$ cat config.mk
export PLATFORM = sky130hd
export DESIGN_NAME = fifo_wr_arb
export DESIGN_NICKNAME = d
export VERILOG_FILES = /design/src/rtl/fifo_ctrl_pkg.sv /design/src/rtl/rr_pick2.sv /design/src/rtl/fifo_wr_arb.sv
export SDC_FILE = /design/constraint.sdc
export NUM_CORES = 1
export LEC_CHECK = 0
export CAP_MARGIN = 20
export CORE_ASPECT_RATIO = 2
export CORE_MARGIN = 4
export CORE_UTILIZATION = 53
export CTS_BUF_LIST = sky130_fd_sc_hd__clkbuf_16
export CTS_CLUSTER_SIZE = 30
export DETAILED_ROUTE_END_ITERATION = 10
export PLACE_DENSITY = 0.84
export SETUP_SLACK_MARGIN = 0.3
export SLEW_MARGIN = 5
export SYNTH_ARGS = -nofsm -noshare
export SYNTH_HDL_FRONTEND = slang
export SYNTH_SLANG_ARGS = --single-unit
export TNS_END_PERCENT = 10
$ cat constraint.sdc
create_clock -name sys_clk -period 2.6 [get_ports sys_clk]
set_input_delay 0.39 -clock sys_clk [delete_from_list [all_inputs] [get_ports sys_clk]]
set_output_delay 0.39 -clock sys_clk [all_outputs]
set_load 0.02 [all_outputs]
$ cat src/rtl/fifo_ctrl_pkg.sv
// Shared definitions for the FIFO-port controllers: FSM encodings and data width default.
package fifo_ctrl_pkg;

  localparam int DATA_W_DEF = 8;

  typedef enum logic [1:0] {
    ST_INIT  = 2'd0,
    ST_IDLE  = 2'd1,
    ST_BURST = 2'd2
  } state_t;

endpackage

$ cat src/rtl/rr_pick2.sv
// Two-way round-robin picker: one-hot choice among valid requesters, favouring the one not served last.
module rr_pick2 (
  input  logic [1:0] valid,
  input  logic       last,
  output logic [1:0] pick
);

  always_comb begin
    pick = 2'b00;
    case (valid)
      2'b01:   pick = 2'b01;
      2'b10:   pick = 2'b10;
      2'b11:   pick = last ? 2'b01 : 2'b10;
      default: pick = 2'b00;
    endcase
  end

endmodule

$ cat src/rtl/fifo_wr_arb.sv
// Burst-granular round-robin arbiter sharing one FIFO write port between two producers.
// Handshake: a beat moves when req_valid[i] & req_ready[i]; ready only ever rises for the granted requester.
module fifo_wr_arb
  import fifo_ctrl_pkg::*;
#(
  parameter int DATA_W     = DATA_W_DEF,
  parameter int BURST_LEN  = 16,
  parameter int SETTLE_CYC = 10
) (
  input  logic              sys_clk,
  input  logic              sys_rst_n,
  input  logic [1:0]        req_valid,
  input  logic [DATA_W-1:0] req_data0,
  input  logic [DATA_W-1:0] req_data1,
  output logic [1:0]        req_ready,
  input  logic              almost_full,
  input  logic              full,
  output logic              fifo_wr_en,
  output logic [DATA_W-1:0] fifo_wdata,
  output logic [1:0]        grant,
  output logic              burst_done
);

  localparam logic [7:0] BURST_LAST  = 8'(BURST_LEN - 1);
  localparam logic [7:0] SETTLE_LAST = 8'(SETTLE_CYC - 1);

  state_t            state;
  logic [7:0]        beat_cnt;
  logic [7:0]        settle_cnt;
  logic              last;
  logic [1:0]        pick;
  logic              accept;
  logic              owner_valid;
  logic              room;
  logic [DATA_W-1:0] beat_data;

  rr_pick2 u_pick (
    .valid (req_valid),
    .last  (last),
    .pick  (pick)
  );

  assign room        = ~almost_full & ~full;
  assign req_ready   = (state == ST_BURST && room) ? grant : 2'b00;
  assign accept      = |(req_valid & req_ready);
  assign owner_valid = |(req_valid & grant);
  assign beat_data   = grant[1] ? req_data1 : req_data0;

  always_ff @(posedge sys_clk or negedge sys_rst_n) begin
    if (!sys_rst_n) begin
      state      <= ST_INIT;
      grant      <= 2'b00;
      burst_done <= 1'b0;
      beat_cnt   <= 8'd0;
      settle_cnt <= 8'd0;
      last       <= 1'b1;
    end else begin
      burst_done <= 1'b0;
      case (state)
        ST_INIT: begin
          if (settle_cnt == SETTLE_LAST) begin
            settle_cnt <= 8'd0;
            state      <= ST_IDLE;
          end else begin
            settle_cnt <= settle_cnt + 8'd1;
          end
        end
        ST_IDLE: begin
          if (pick != 2'b00) begin
            grant    <= pick;
            beat_cnt <= 8'd0;
            state    <= ST_BURST;
          end
        end
        ST_BURST: begin
          // A stall (no room) neither counts nor closes; only a real drain or a full burst closes.
          if ((accept && beat_cnt == BURST_LAST) || (room && !owner_valid)) begin
            burst_done <= 1'b1;
            last       <= grant[1];
            grant      <= 2'b00;
            state      <= ST_IDLE;
          end
          if (accept) begin
            beat_cnt <= beat_cnt + 8'd1;
          end
        end
        default: begin
          grant <= 2'b00;
          state <= ST_IDLE;
        end
      endcase
    end
  end

  always_ff @(posedge sys_clk or negedge sys_rst_n) begin
    if (!sys_rst_n) begin
      fifo_wr_en <= 1'b0;
      fifo_wdata <= '0;
    end else begin
      fifo_wr_en <= accept;
      if (accept) begin
        fifo_wdata <= beat_data;
      end
    end
  end

endmodule

# [After elaboration in Yosys (flattened, before gate mapping)]
# Index checks and enable logic that the tools add are counted.
[word_totals] reg_bits=31 word_cells=58
[classes] n_addsub=2 n_eq_ne=11 n_mux=17 bitwise=6 reduce_logical=14
[op_table] op="$mux W8" n=4
[op_table] op="$pmux W2 S3" n=3
[op_table] op="$add A8 B1 Y8 const B" n=2
[op_table] op="$eq A8 B4 Y1 const B" n=2
[op_table] op="$pmux W8 S2" n=1
[op_table] op="$mux W2" n=7
[op_table] op="$reduce_and A3 Y1" n=3
[op_table] op="$eq A2 B2 Y1 const B" n=3
[op_table] op="$ne A2 B2 Y1 const B" n=3
[op_table] op="$and A2 B2 Y2" n=2
[op_table] op="$eq A2 B1 Y1 const B" n=2
[op_table] op="$reduce_bool A2 Y1" n=2
[op_table] op="$reduce_or A2 Y1" n=2
[op_table] op="$logic_and A1 B1 Y1" n=3
[op_table] op="$not A1 Y1" n=3
[op_table] op="$logic_not A2 Y1" n=1
[op_table] op="$mux W1" n=2
[op_table] op="$ne A2 B1 Y1 const B" n=1
[op_table] op="$reduce_and A2 Y1" n=1
[op_table] op="$and A1 B1 Y1" n=1
[op_table] op="$logic_not A1 Y1" n=1
[op_table] op="$logic_or A1 B1 Y1" n=1

# [Longest topological paths before layout]
# Gate-level depths: netlist of the first run.
[depth] ltp_word=10 mapped_depth=5 ltp_nobuf=5

# [Hierarchy]
# From an unflattened synthesis of the first run, not the netlist that was laid out.
[unflattened] cells_unflattened=149 hier_area_um2=1549.0
[by_module_without_submodules] module="fifo_wr_arb" n_inst=1 cells_per_inst=146 area_per_inst_um2=1530.2 seq_area_each_um2=777.0
[by_module_without_submodules] module="rr_pick2" n_inst=1 cells_per_inst=3 area_per_inst_um2=18.8 seq_area_each_um2=0.0

# [Least setup slack after synthesis of the first run]
# OpenSTA, ideal clock, no wires.
[synth_path] path_kind="register -> output" start="register grant[1]" end="output req_ready[1]" t_arrival_ps=1196 t_required_ps=2210 path_slack_ps=1014 stages_incl_launch_ff=4 path_buffers=1 cell_sequence="dfrtp_1 -> buf_1 -> nand2_1 -> inv_1"
[synth_between] elab_chain_cells=1
[synth_rtl] element="from (decl)" line_no="fifo_wr_arb.sv:20" text="output logic [1:0] grant,"
[synth_rtl] element="from (signal assigned)" line_no="fifo_wr_arb.sv:70" text="grant <= pick;"
[synth_rtl] element="$mux W2" line_no="fifo_wr_arb.sv:44" text="assign req_ready = (state == ST_BURST && room) ? grant : 2'b00;"
[synth_rtl] element="to (decl)" line_no="fifo_wr_arb.sv:15" text="output logic [1:0] req_ready,"
# No other way between the ends.

# [Worst setup path after layout of the first run]
[layout_path] start="input full" end="output req_ready[1]"
[layout_between] elab_chain_cells=4
[layout_rtl] element="from (decl)" line_no="fifo_wr_arb.sv:17" text="input logic full,"
[layout_rtl] element="$not A1 Y1" line_no="fifo_wr_arb.sv:43" text="assign room = ~almost_full & ~full;"
[layout_rtl] element="$and A1 B1 Y1" line_no="fifo_wr_arb.sv:43"
[layout_rtl] element="$logic_and A1 B1 Y1" line_no="fifo_wr_arb.sv:44"
[layout_rtl] element="$mux W2" line_no="fifo_wr_arb.sv:44"
# No other way between the ends.

==> results of run 1 <==
[how the worst max path moves through the flow]
| stage | from | end | slack (ns) |
|---|---|---|---|
| floorplan | grant[1] | req_ready[1] | 1.01 |
| global placement | full | req_ready[0] | 0.21 |
| detailed placement | full | req_ready[1] | 0.17 |
| CTS | full | req_ready[0] | 0.15 |
| global route | full | req_ready[1] | 0.38 |
| finish | full | req_ready[1] | 0.43 |
[layout make-up]
class	count	area [sq um]
Tap cell	29	36.28
Sequential cell	31	777.0
Clock inverter	3	15.01
Timing Repair Buffer	38	374.1
Fill cell	199	703.2
Multi-Input combinational cell	113	715.7
Inverter	6	23.77
Clock buffer	5	125.1
[logic make-up (layout without fill, tap and decap cells)]
group	count (synthesis)	count (layout)	synth area share (%)
fa+ha+maj	3	3	2.453
compound gates	43	43	17.01
mux	9	9	5.887
xor+xnor	4	4	2.290
buf+inv	9	52	2.453
flops	31	31	50.78
simple gates	54	54	19.14
[power by group]
group          internal, mW  total (mW)  switching (mW)  leakage, nW
sequential            0.637       0.809           0.172        0.403
clock                 0.348       0.546           0.198       0.0733
combinational         0.369       0.801           0.431        0.538
total                  1.35        2.16           0.801         1.01
[through the flow]
step	instances	cell area (sq um)	utilization, %	power (mW)	hold WS [ns]
final	225	2067	74.62	2.156	0.4855
after global routing	225	2067	74.62	2.284	0.5030
after CTS	225	2064	74.53	2.168	0.4904
after detailed placement	217	1926	69.51	1.608	0.4789
after global placement	217	1926	69.51	1.562	0.4656
after floorplan	153	1530	-	1.254	0.09441
[cells in the mapped netlist]
library cell,n,area (sq um)
dfrtp_1,30,750.7
nand2_1,21,78.83
o21ai_0,21,105.1
mux2i_1,9,90.09
nor2_1,9,33.78
and3_1,6,37.54
a21oi_1,5,25.02
inv_1,5,18.77
nand3_1,4,20.02
a22o_1,3,26.28
ha_1,3,37.54
o22ai_1,3,18.77
a31oi_1,2,12.51
buf_2,2,10.01
o21ai_1,2,10.01
o31ai_1,2,15.01
xnor2_1,2,17.52
xor2_1,2,17.52
a211oi_1,1,7.510
a21o_1,1,7.510
a22oi_1,1,7.510
a32oi_1,1,8.760
and2_1,1,6.260
buf_1,1,3.750
clkinv_2,1,5.000
dfstp_2,1,26.28
nand2_4,1,11.26
nand2b_1,1,6.260
nand4_1,1,6.260
nand4_2,1,12.51
nor2b_1,1,6.260
nor3_1,1,5.000
nor3_2,1,10.01
nor4_1,1,6.260
nor4b_1,1,8.760
nor4b_4,1,23.77
o311ai_2,1,16.27
or2_1,1,6.260
or2_2,1,6.260
or2b_1,1,7.510
[timing repair]
item,CTS,global route
hold buffers,0,0
endpoints found under the setup margin,2,1
resized for setup,1,1
[per-layer routing]
layer | vias to the layer above | GRT usage, % | part of all wire, %
met1 | 660 | 22.73 | 32
li1 | 630 | - | -
met3 | 13 | 6.048 | 6.6
met5 | - | 0 | 0
met2 | 70 | 40.08 | 58
met4 | 0 | 10.10 | 2.8
[state kept, by name, summed over array words and instances, names as in the netlist]
signal      cells
beat_cnt        8
fifo_wdata      8
settle_cnt      8
grant           2
state           2
burst_done      1
fifo_wr_en      1
last            1
==> reports/summary.txt, run 1 <==
Worst reg-to-reg path cell count - 5
DR pass1 iterations - 4
Routed via count - 1,373
Arr. time, crit path - 1.78 ns
Hold/Removal Path Class - flip-flop to flip-flop
Vias/cell - 6.102
Final Critical Period - 2.166 ns
Crit path buf inv count - 3
Tcrit/Tclk final - 83.29%
Slew Limit Fails - 0
Post-synth cell types - 40
Crit Reg-Reg Endpoint - beat_cnt[5]
Routed WL per cell - 17.01 microns
CTS Buf Count - 5
RD Place Congestion - 0.8531
Max FO, Critical Path - 3
Post-DP HPWL - 2879 microns
Setup TNS - 0 ns
Total congestion overflow - 0
Most common cell after layout, fill and taps aside - clkdlybuf4s50_1
RSZ-0062 raised after global routing - false
I/O pin cnt - 36
Finish-stage setup viols - 0
Fin nets - 220
Area grow syn2layout - 35.08%
Clk slew on worst S/H paths - 0.05 ns
Initial DRC count - 30
Most frequent cells in the layout - clkdlybuf4s50_1, dfrtp_1, nand2_1, o21ai_0
Starting Density - 55.24%
Post-CTS Setup Bufs - 0
Critical Path Stages - 5
Max Cap Violations - 0
Layout cells sized above 1 - 9.694%
CP Cell Sequence - clkdlybuf4s50_1, nor4b_4, nand2_1, inv_1, dlygate4sd2_1
Power per cell area - 1043 nW/um^2
Final worst slack - 0.4344 ns
Synth Cell Area - 1530 sq um
Largest net degree at the start of global routing - 32
Leakage - 1.014 nW
Vias in the first global route - 1,426
Synth Warn # - 0
Sink Count - 31
GR Util All Layers - 22.67%
Reg-to-Reg Start - grant[1]
Core Area - 2770 sq um
ANT nets after route - 0
Number of H-tree levels - 2
Routed wire length - 3827 microns
Die ar. - 3863 sq um
WP data required - 2.21 ns
VDD IR max - 0.7852 mV
Worst Path Class, Setup - primary input to primary output
Status - finished, final reports clean
DP Worst Slack - 0.1747 ns
First-pass GRT wire length - 6354 microns
CP startpoint kind - primary input
Max-Slew Margin vs Limit - 61.13%
#FFs+latches synth - 31
DRC - 0
Antenna violations before repair - 0
PortBufs - 35
Syn Inst Count - 153
Synth Area per Inst - 10.00 sq um
CTS tree - built
Antenna diodes - 0
Critical Path End Type - primary output
Slew at the pin closest to its max-slew limit - 0.5830 ns
Worst Skew - 0.004032 ns
Peak Freq - 0.4618 GHz
Critical path's largest stage delay - 0.50 ns
Max stage delay cell, worst path - clkdlybuf4s50_1
Clk buf depth - 2
Die X - 46.00 microns
Die Ht - 83.99 microns
Crit path max-delay family - buffers and inverters
Register area share after synthesis - 50.78%
Hold endpoint - settle_cnt[7]
Worst skew pair latency - 0.27 ns
Root Buffer - clkbuf_16
Worst hold stages - 1
Floorplan row count - 27
Hold wc startpoint - settle_cnt[7]
Reg-to-reg setup timing slack - 0.70 ns
Final hold viol count - 0
Syn nets - 178
(Power assumes the default switching activity.)
==> inputs of run 2 (changes only) <==
--- a/config.mk
+++ b/config.mk
@@ -8,11 +8,11 @@
 export CAP_MARGIN = 20
 export CORE_ASPECT_RATIO = 2
 export CORE_MARGIN = 4
-export CORE_UTILIZATION = 53
+export CORE_UTILIZATION = 49
 export CTS_BUF_LIST = sky130_fd_sc_hd__clkbuf_16
 export CTS_CLUSTER_SIZE = 30
 export DETAILED_ROUTE_END_ITERATION = 10
-export PLACE_DENSITY = 0.84
+export PLACE_DENSITY = 0.79
 export SETUP_SLACK_MARGIN = 0.3
 export SLEW_MARGIN = 5
 export SYNTH_ARGS = -nofsm -noshare
==> constraint.sdc (replaced) <==
create_clock -name sys_clk -period 2.2 [get_ports sys_clk]
set_input_delay 0.33 -clock sys_clk [delete_from_list [all_inputs] [get_ports sys_clk]]
set_output_delay 0.33 -clock sys_clk [all_outputs]
set_load 0.02 [all_outputs]
==> reports/summary.txt, run 2 (same netlist as run 1, synthesis figures left out) <==
Status - finished, final reports clean
GR Util All Layers - 20.85%
Clk buf depth - 2
RD Place Congestion - 0.8557
Root Buffer - clkbuf_16
Setup TNS - 0 ns
CP startpoint kind - flip-flop
Slew at the pin closest to its max-slew limit - 0.4177 ns
Core Area - 2978 sq um
Pint - 1.619 mW
Power per cell area - 1224 nW/um^2
Finish-stage setup viols - 0
Clk slew on worst S/H paths - 0.05 ns
Crit path max-delay family - buffers and inverters
Routed wire length - 3654 microns
Hold/Removal Path Class - primary input to asynchronous set/reset pin
DRC - 0
Starting Density - 51.39%
Slew Limit Fails - 0
Critical path's largest stage delay - 0.69 ns
Peak Freq - 0.5359 GHz
Number of H-tree levels - 2
Largest net degree at the start of global routing - 32
Antenna violations before repair - 0
Max Cap Violations - 0
WP data required - 1.87 ns
Layout cells sized above 1 - 11.50%
Arr. time, crit path - 1.54 ns
Vias in the first global route - 1,472
Die Ht - 87.03 microns
Leakage - 1.017 nW
First-pass GRT wire length - 6334 microns
Sink Count - 31
Most frequent cells in the layout - clkdlybuf4s50_1, dfrtp_1, nand2_1, o21ai_0
CTS hold repair buffers - 0
CP Cell Sequence - clkdlybuf4s50_1
DR pass1 iterations - 4
Area grow syn2layout - 36.22%
Worst Skew - 0.004802 ns
I/O pin cnt - 36
CTS tree - built
Floorplan row count - 28
Clk pwr share - 25.1%
VDD IR max - 0.8163 mV
Total congestion overflow - 0
Final hold viol count - 0
ANT nets after route - 0
Max-Slew Margin vs Limit - 71.90%
Max stage delay cell, worst path - clkdlybuf4s50_1
PortBufs - 35
Die X - 47.52 microns
Routed WL per cell - 15.89 microns
Routed via count - 1,358
CTS Buf Count - 5
Vias/cell - 5.904
P_sw - 932.5 uW
Switch share - 36.54%
Crit path buf inv count - 1
Critical Path End Type - primary output
Tcrit/Tclk final - 84.82%
DP Worst Slack - -0.07151 ns
Initial DRC count - 31
Comb power frac - 38.2%
Antenna diodes - 0
Worst Path Class, Setup - flip-flop to primary output
Fin nets - 224
Max FO, Critical Path - 10
RSZ-0062 raised after global routing - true
Final worst slack - 0.3340 ns
Final Critical Period - 1.866 ns
Die ar. - 4135 sq um
Largest registers - beat_cnt x8, fifo_wdata x8, settle_cnt x8
Post-DP HPWL - 2783 microns
Worst skew pair latency - 0.27 ns
Seq pwr share - 36.7%
Most common cell after layout, fill and taps aside - clkdlybuf4s50_1
-- run 2: changes by cell type in the layout (fill, tap and decap cells not counted) --
cell	before	now
clkinv_2	4	2
dlygate4sd2_1	1	0
inv_1	5	7
dlymetal6s2s_1	1	0
buf_4	3	7
buf_2	0	2
-- run 2: timing repair --
| action | 4_1_cts | 5_1_grt |
|---|---|---|
| hold endpoints to repair | 0 | 0 |
| setup endpoints to repair | 2 | 2 |
| pin swaps | 1 | 1 |
| gates resized for setup | 7 | 1 |
| buffers inserted | 0 | 0 |
-- run 2: stage by stage --
stage	hold WS [ns]	power (mW)	util [%]	cell area, sq um	instances
after CTS	0.4691	2.573	70.21	2091	230
after global routing	0.4872	2.725	70.00	2085	230
after floorplan	0.03441	1.482	-	1530	153
after global placement	0.4638	1.869	65.71	1957	222
final	0.4540	2.552	70.00	2085	230
after detailed placement	0.4751	1.921	65.71	1957	222
-- run 2: final cells by class --
type,count,area [sq um]
clock buffers,5,125.1
clock inverters,3,12.51
fillers,231,893.4
inverters,6,23.77
multi-input cells,113,715.7
flip-flops and latches,31,777.0
well taps,30,37.54
repair buffers,42,392.9
-- run 2: routing by layer --
metal  wire, microns  vias up  global-route usage, %
met5               0        -                      0
met1            1282      663                  21.61
li1                -      640                      -
met3             242        9                  7.039
met4              93        0                  7.809
met2            2037       46                  36.31
-- run 2: final timing paths --
check | slack (ns) | depth (start not counted) | start | end
max | 0.33 | 1 | grant[1] | grant[1]
min | 0.45 | 2 | sys_rst_n | beat_cnt[5]
max reg2reg | 0.52 | 4 | beat_cnt[4] | state[0]
min reg2reg | 0.48 | 2 | fifo_wdata[3] | fifo_wdata[3]
max in group asynchronous | 1.42 | 2 | sys_rst_n | last
min in group sys_clk | 0.48 | 2 | fifo_wdata[3] | fifo_wdata[3]
-- run 2: power by group through the flow --
stage	combinational, mW	clock [mW]	sequential (mW)
global placement	0.937	0	0.933
CTS	0.985	0.651	0.938
global route	1.07	0.685	0.967
finish	0.974	0.641	0.938
floorplan	0.483	0	0.998
detailed placement	0.983	0	0.938
==> inputs of run 3 (changes only) <==
--- a/config.mk
+++ b/config.mk
@@ -8,11 +8,11 @@
 export CAP_MARGIN = 20
 export CORE_ASPECT_RATIO = 2
 export CORE_MARGIN = 4
-export CORE_UTILIZATION = 49
+export CORE_UTILIZATION = 44
 export CTS_BUF_LIST = sky130_fd_sc_hd__clkbuf_16
 export CTS_CLUSTER_SIZE = 30
 export DETAILED_ROUTE_END_ITERATION = 10
-export PLACE_DENSITY = 0.79
+export PLACE_DENSITY = 0.75
 export SETUP_SLACK_MARGIN = 0.3
 export SLEW_MARGIN = 5
 export SYNTH_ARGS = -nofsm -noshare
==> constraint.sdc (replaced) <==
create_clock -name sys_clk -period 1.6 [get_ports sys_clk]
set_input_delay 0.24 -clock sys_clk [delete_from_list [all_inputs] [get_ports sys_clk]]
set_output_delay 0.24 -clock sys_clk [all_outputs]
set_load 0.02 [all_outputs]
==> reports/summary.txt, run 3 (same netlist as run 1, synthesis figures left out) <==
Total congestion overflow - 0
Max stage delay cell, worst path - dfrtp_1
Max-Slew Margin vs Limit - 73.53%
Most frequent cells in the layout - dfrtp_1, clkdlybuf4s50_1, buf_4
Routed WL per cell - 17.98 microns
DR pass1 iterations - 4
Die X - 49.70 microns
Largest registers - beat_cnt x8, fifo_wdata x8, settle_cnt x8
Die ar. - 4543 sq um
First-pass GRT wire length - 6975 microns
Power per cell area - 1691 nW/um^2
I/O pin cnt - 36
Routed wire length - 4387 microns
GR Util All Layers - 19.88%
VDD IR max - 1.203 mV
Worst reg-to-reg path cell count - 4
RD Place Congestion - 0.7715
Status - finished, final reports clean
Floorplan row count - 30
Max Cap Violations - 0
Antenna diodes - 0
Crit path buf inv count - 2
Clk buf depth - 2
Peak Freq - 0.6415 GHz
Critical Path End Type - primary output
Vias in the first global route - 1,522
CTS tree - built
WP data required - 1.36 ns
Number of H-tree levels - 2
Crit path max-delay family - simple AND/OR/NAND/NOR gates
Sink Count - 31
Fin nets - 236
Arr. time, crit path - 1.32 ns
Layout cells sized above 1 - 38.21%
CP startpoint kind - flip-flop
Root Buffer - clkbuf_16
Post-DP HPWL - 2823 microns
Tcrit/Tclk final - 97.43%
Critical path's largest stage delay - 0.41 ns
Max FO, Critical Path - 3
PortBufs - 35
Area grow syn2layout - 62.14%
RSZ-0062 raised after global routing - true
Initial DRC count - 41
Die Ht - 91.40 microns
Most common cell after layout, fill and taps aside - dfrtp_1
Starting Density - 45.30%
Filler cells - 226
Critical Path Stages - 4
Worst skew pair latency - 0.28 ns
ANT nets after route - 0
Routed via count - 1,441
Clk slew on worst S/H paths - 0.05 ns
Final Critical Period - 1.559 ns
CTS hold repair buffers - 0
Hold/Removal Path Class - primary input to asynchronous set/reset pin
Worst Skew - 0.005712 ns
Slew Limit Fails - 0
Vias/cell - 5.906
Finish-stage setup viols - 0
Antenna violations before repair - 0
Worst Path Class, Setup - flip-flop to primary output
Final hold viol count - 0
Core Area - 3378 sq um
CP Cell Sequence - nor4b_4, nand2_1, inv_1, buf_6
Worst hold margin - 0.3635 ns
DRC - 0
Slew at the pin closest to its max-slew limit - 0.3971 ns
CTS Buf Count - 5
Leakage - 1.206 nW
Final Util - 73.44%
Largest net degree at the start of global routing - 32
## run 3: changes by cell type in the layout (fill, tap and decap cells not counted), sizes merged
cell,change
dlygate4sd2,+13
inv,-1
clkdlybuf4s50,-16
clkbuf,+1
dlymetal6s2s,+1
bufinv,+1
buf,+13
## run 3: final cells by class
type / count / area (sq um) / share of cell area (%)
inverter: 6 / 30.03 / 1.210
clock inverter: 3 / 38.79 / 1.563
sequential: 31 / 779.5 / 31.42
multi-input combinational: 113 / 972.2 / 39.18
timing repair buffer: 54 / 495.5 / 19.97
tap: 32 / 40.04 / 1.614
clock buffer: 5 / 125.1 / 5.043
## run 3: repair_timing
item                       CTS  global route
setup endpoints to repair   44            34
pin swaps                   34            28
resized for setup           76            36
setup buffers                3             0
## run 3: per-stage QoR
step / TNS (ns) / instances / power [mW] / instance area, sq um / setup slack (ns)
floorplan: 0 / 153 / 2.057 / 1570 / 0.1917
global placement: -3.424 / 233 / 2.645 / 2066 / -0.4651
detailed placement: -4.495 / 233 / 2.701 / 2066 / -0.4944
CTS: -0.009624 / 244 / 3.905 / 2342 / -0.008444
global route: -0.01322 / 244 / 4.440 / 2481 / -0.01322
finish: 0 / 244 / 4.195 / 2481 / 0.04116
## run 3: final timing paths
path	start	to	slack, ns
worst max register to register	beat_cnt[4]	state[0]	0.08
min in group sys_clk	full	last	0.49
worst max-delay path	state[0]	req_ready[1]	0.04
worst min register to register	fifo_wdata[2]	fifo_wdata[2]	0.49
worst min-delay path	sys_rst_n	settle_cnt[4]	0.36
max in group asynchronous	sys_rst_n	last	0.90
## run 3: routing by layer
layer	vias to the layer above	track usage, %	part of all wire (%)	routed length, microns
li1	664	-	-	-
met1	733	20.86	35	1545
met2	36	35.29	59	2574
met3	8	5.090	3.8	167
met4	0	9.931	2.3	99
met5	-	0	0	0
## run 3: power breakdown
part	internal, mW	total, mW	switching (mW)
registers	1.04	1.29	0.250
clock network	0.724	1.05	0.329
logic	0.836	1.85	1.02
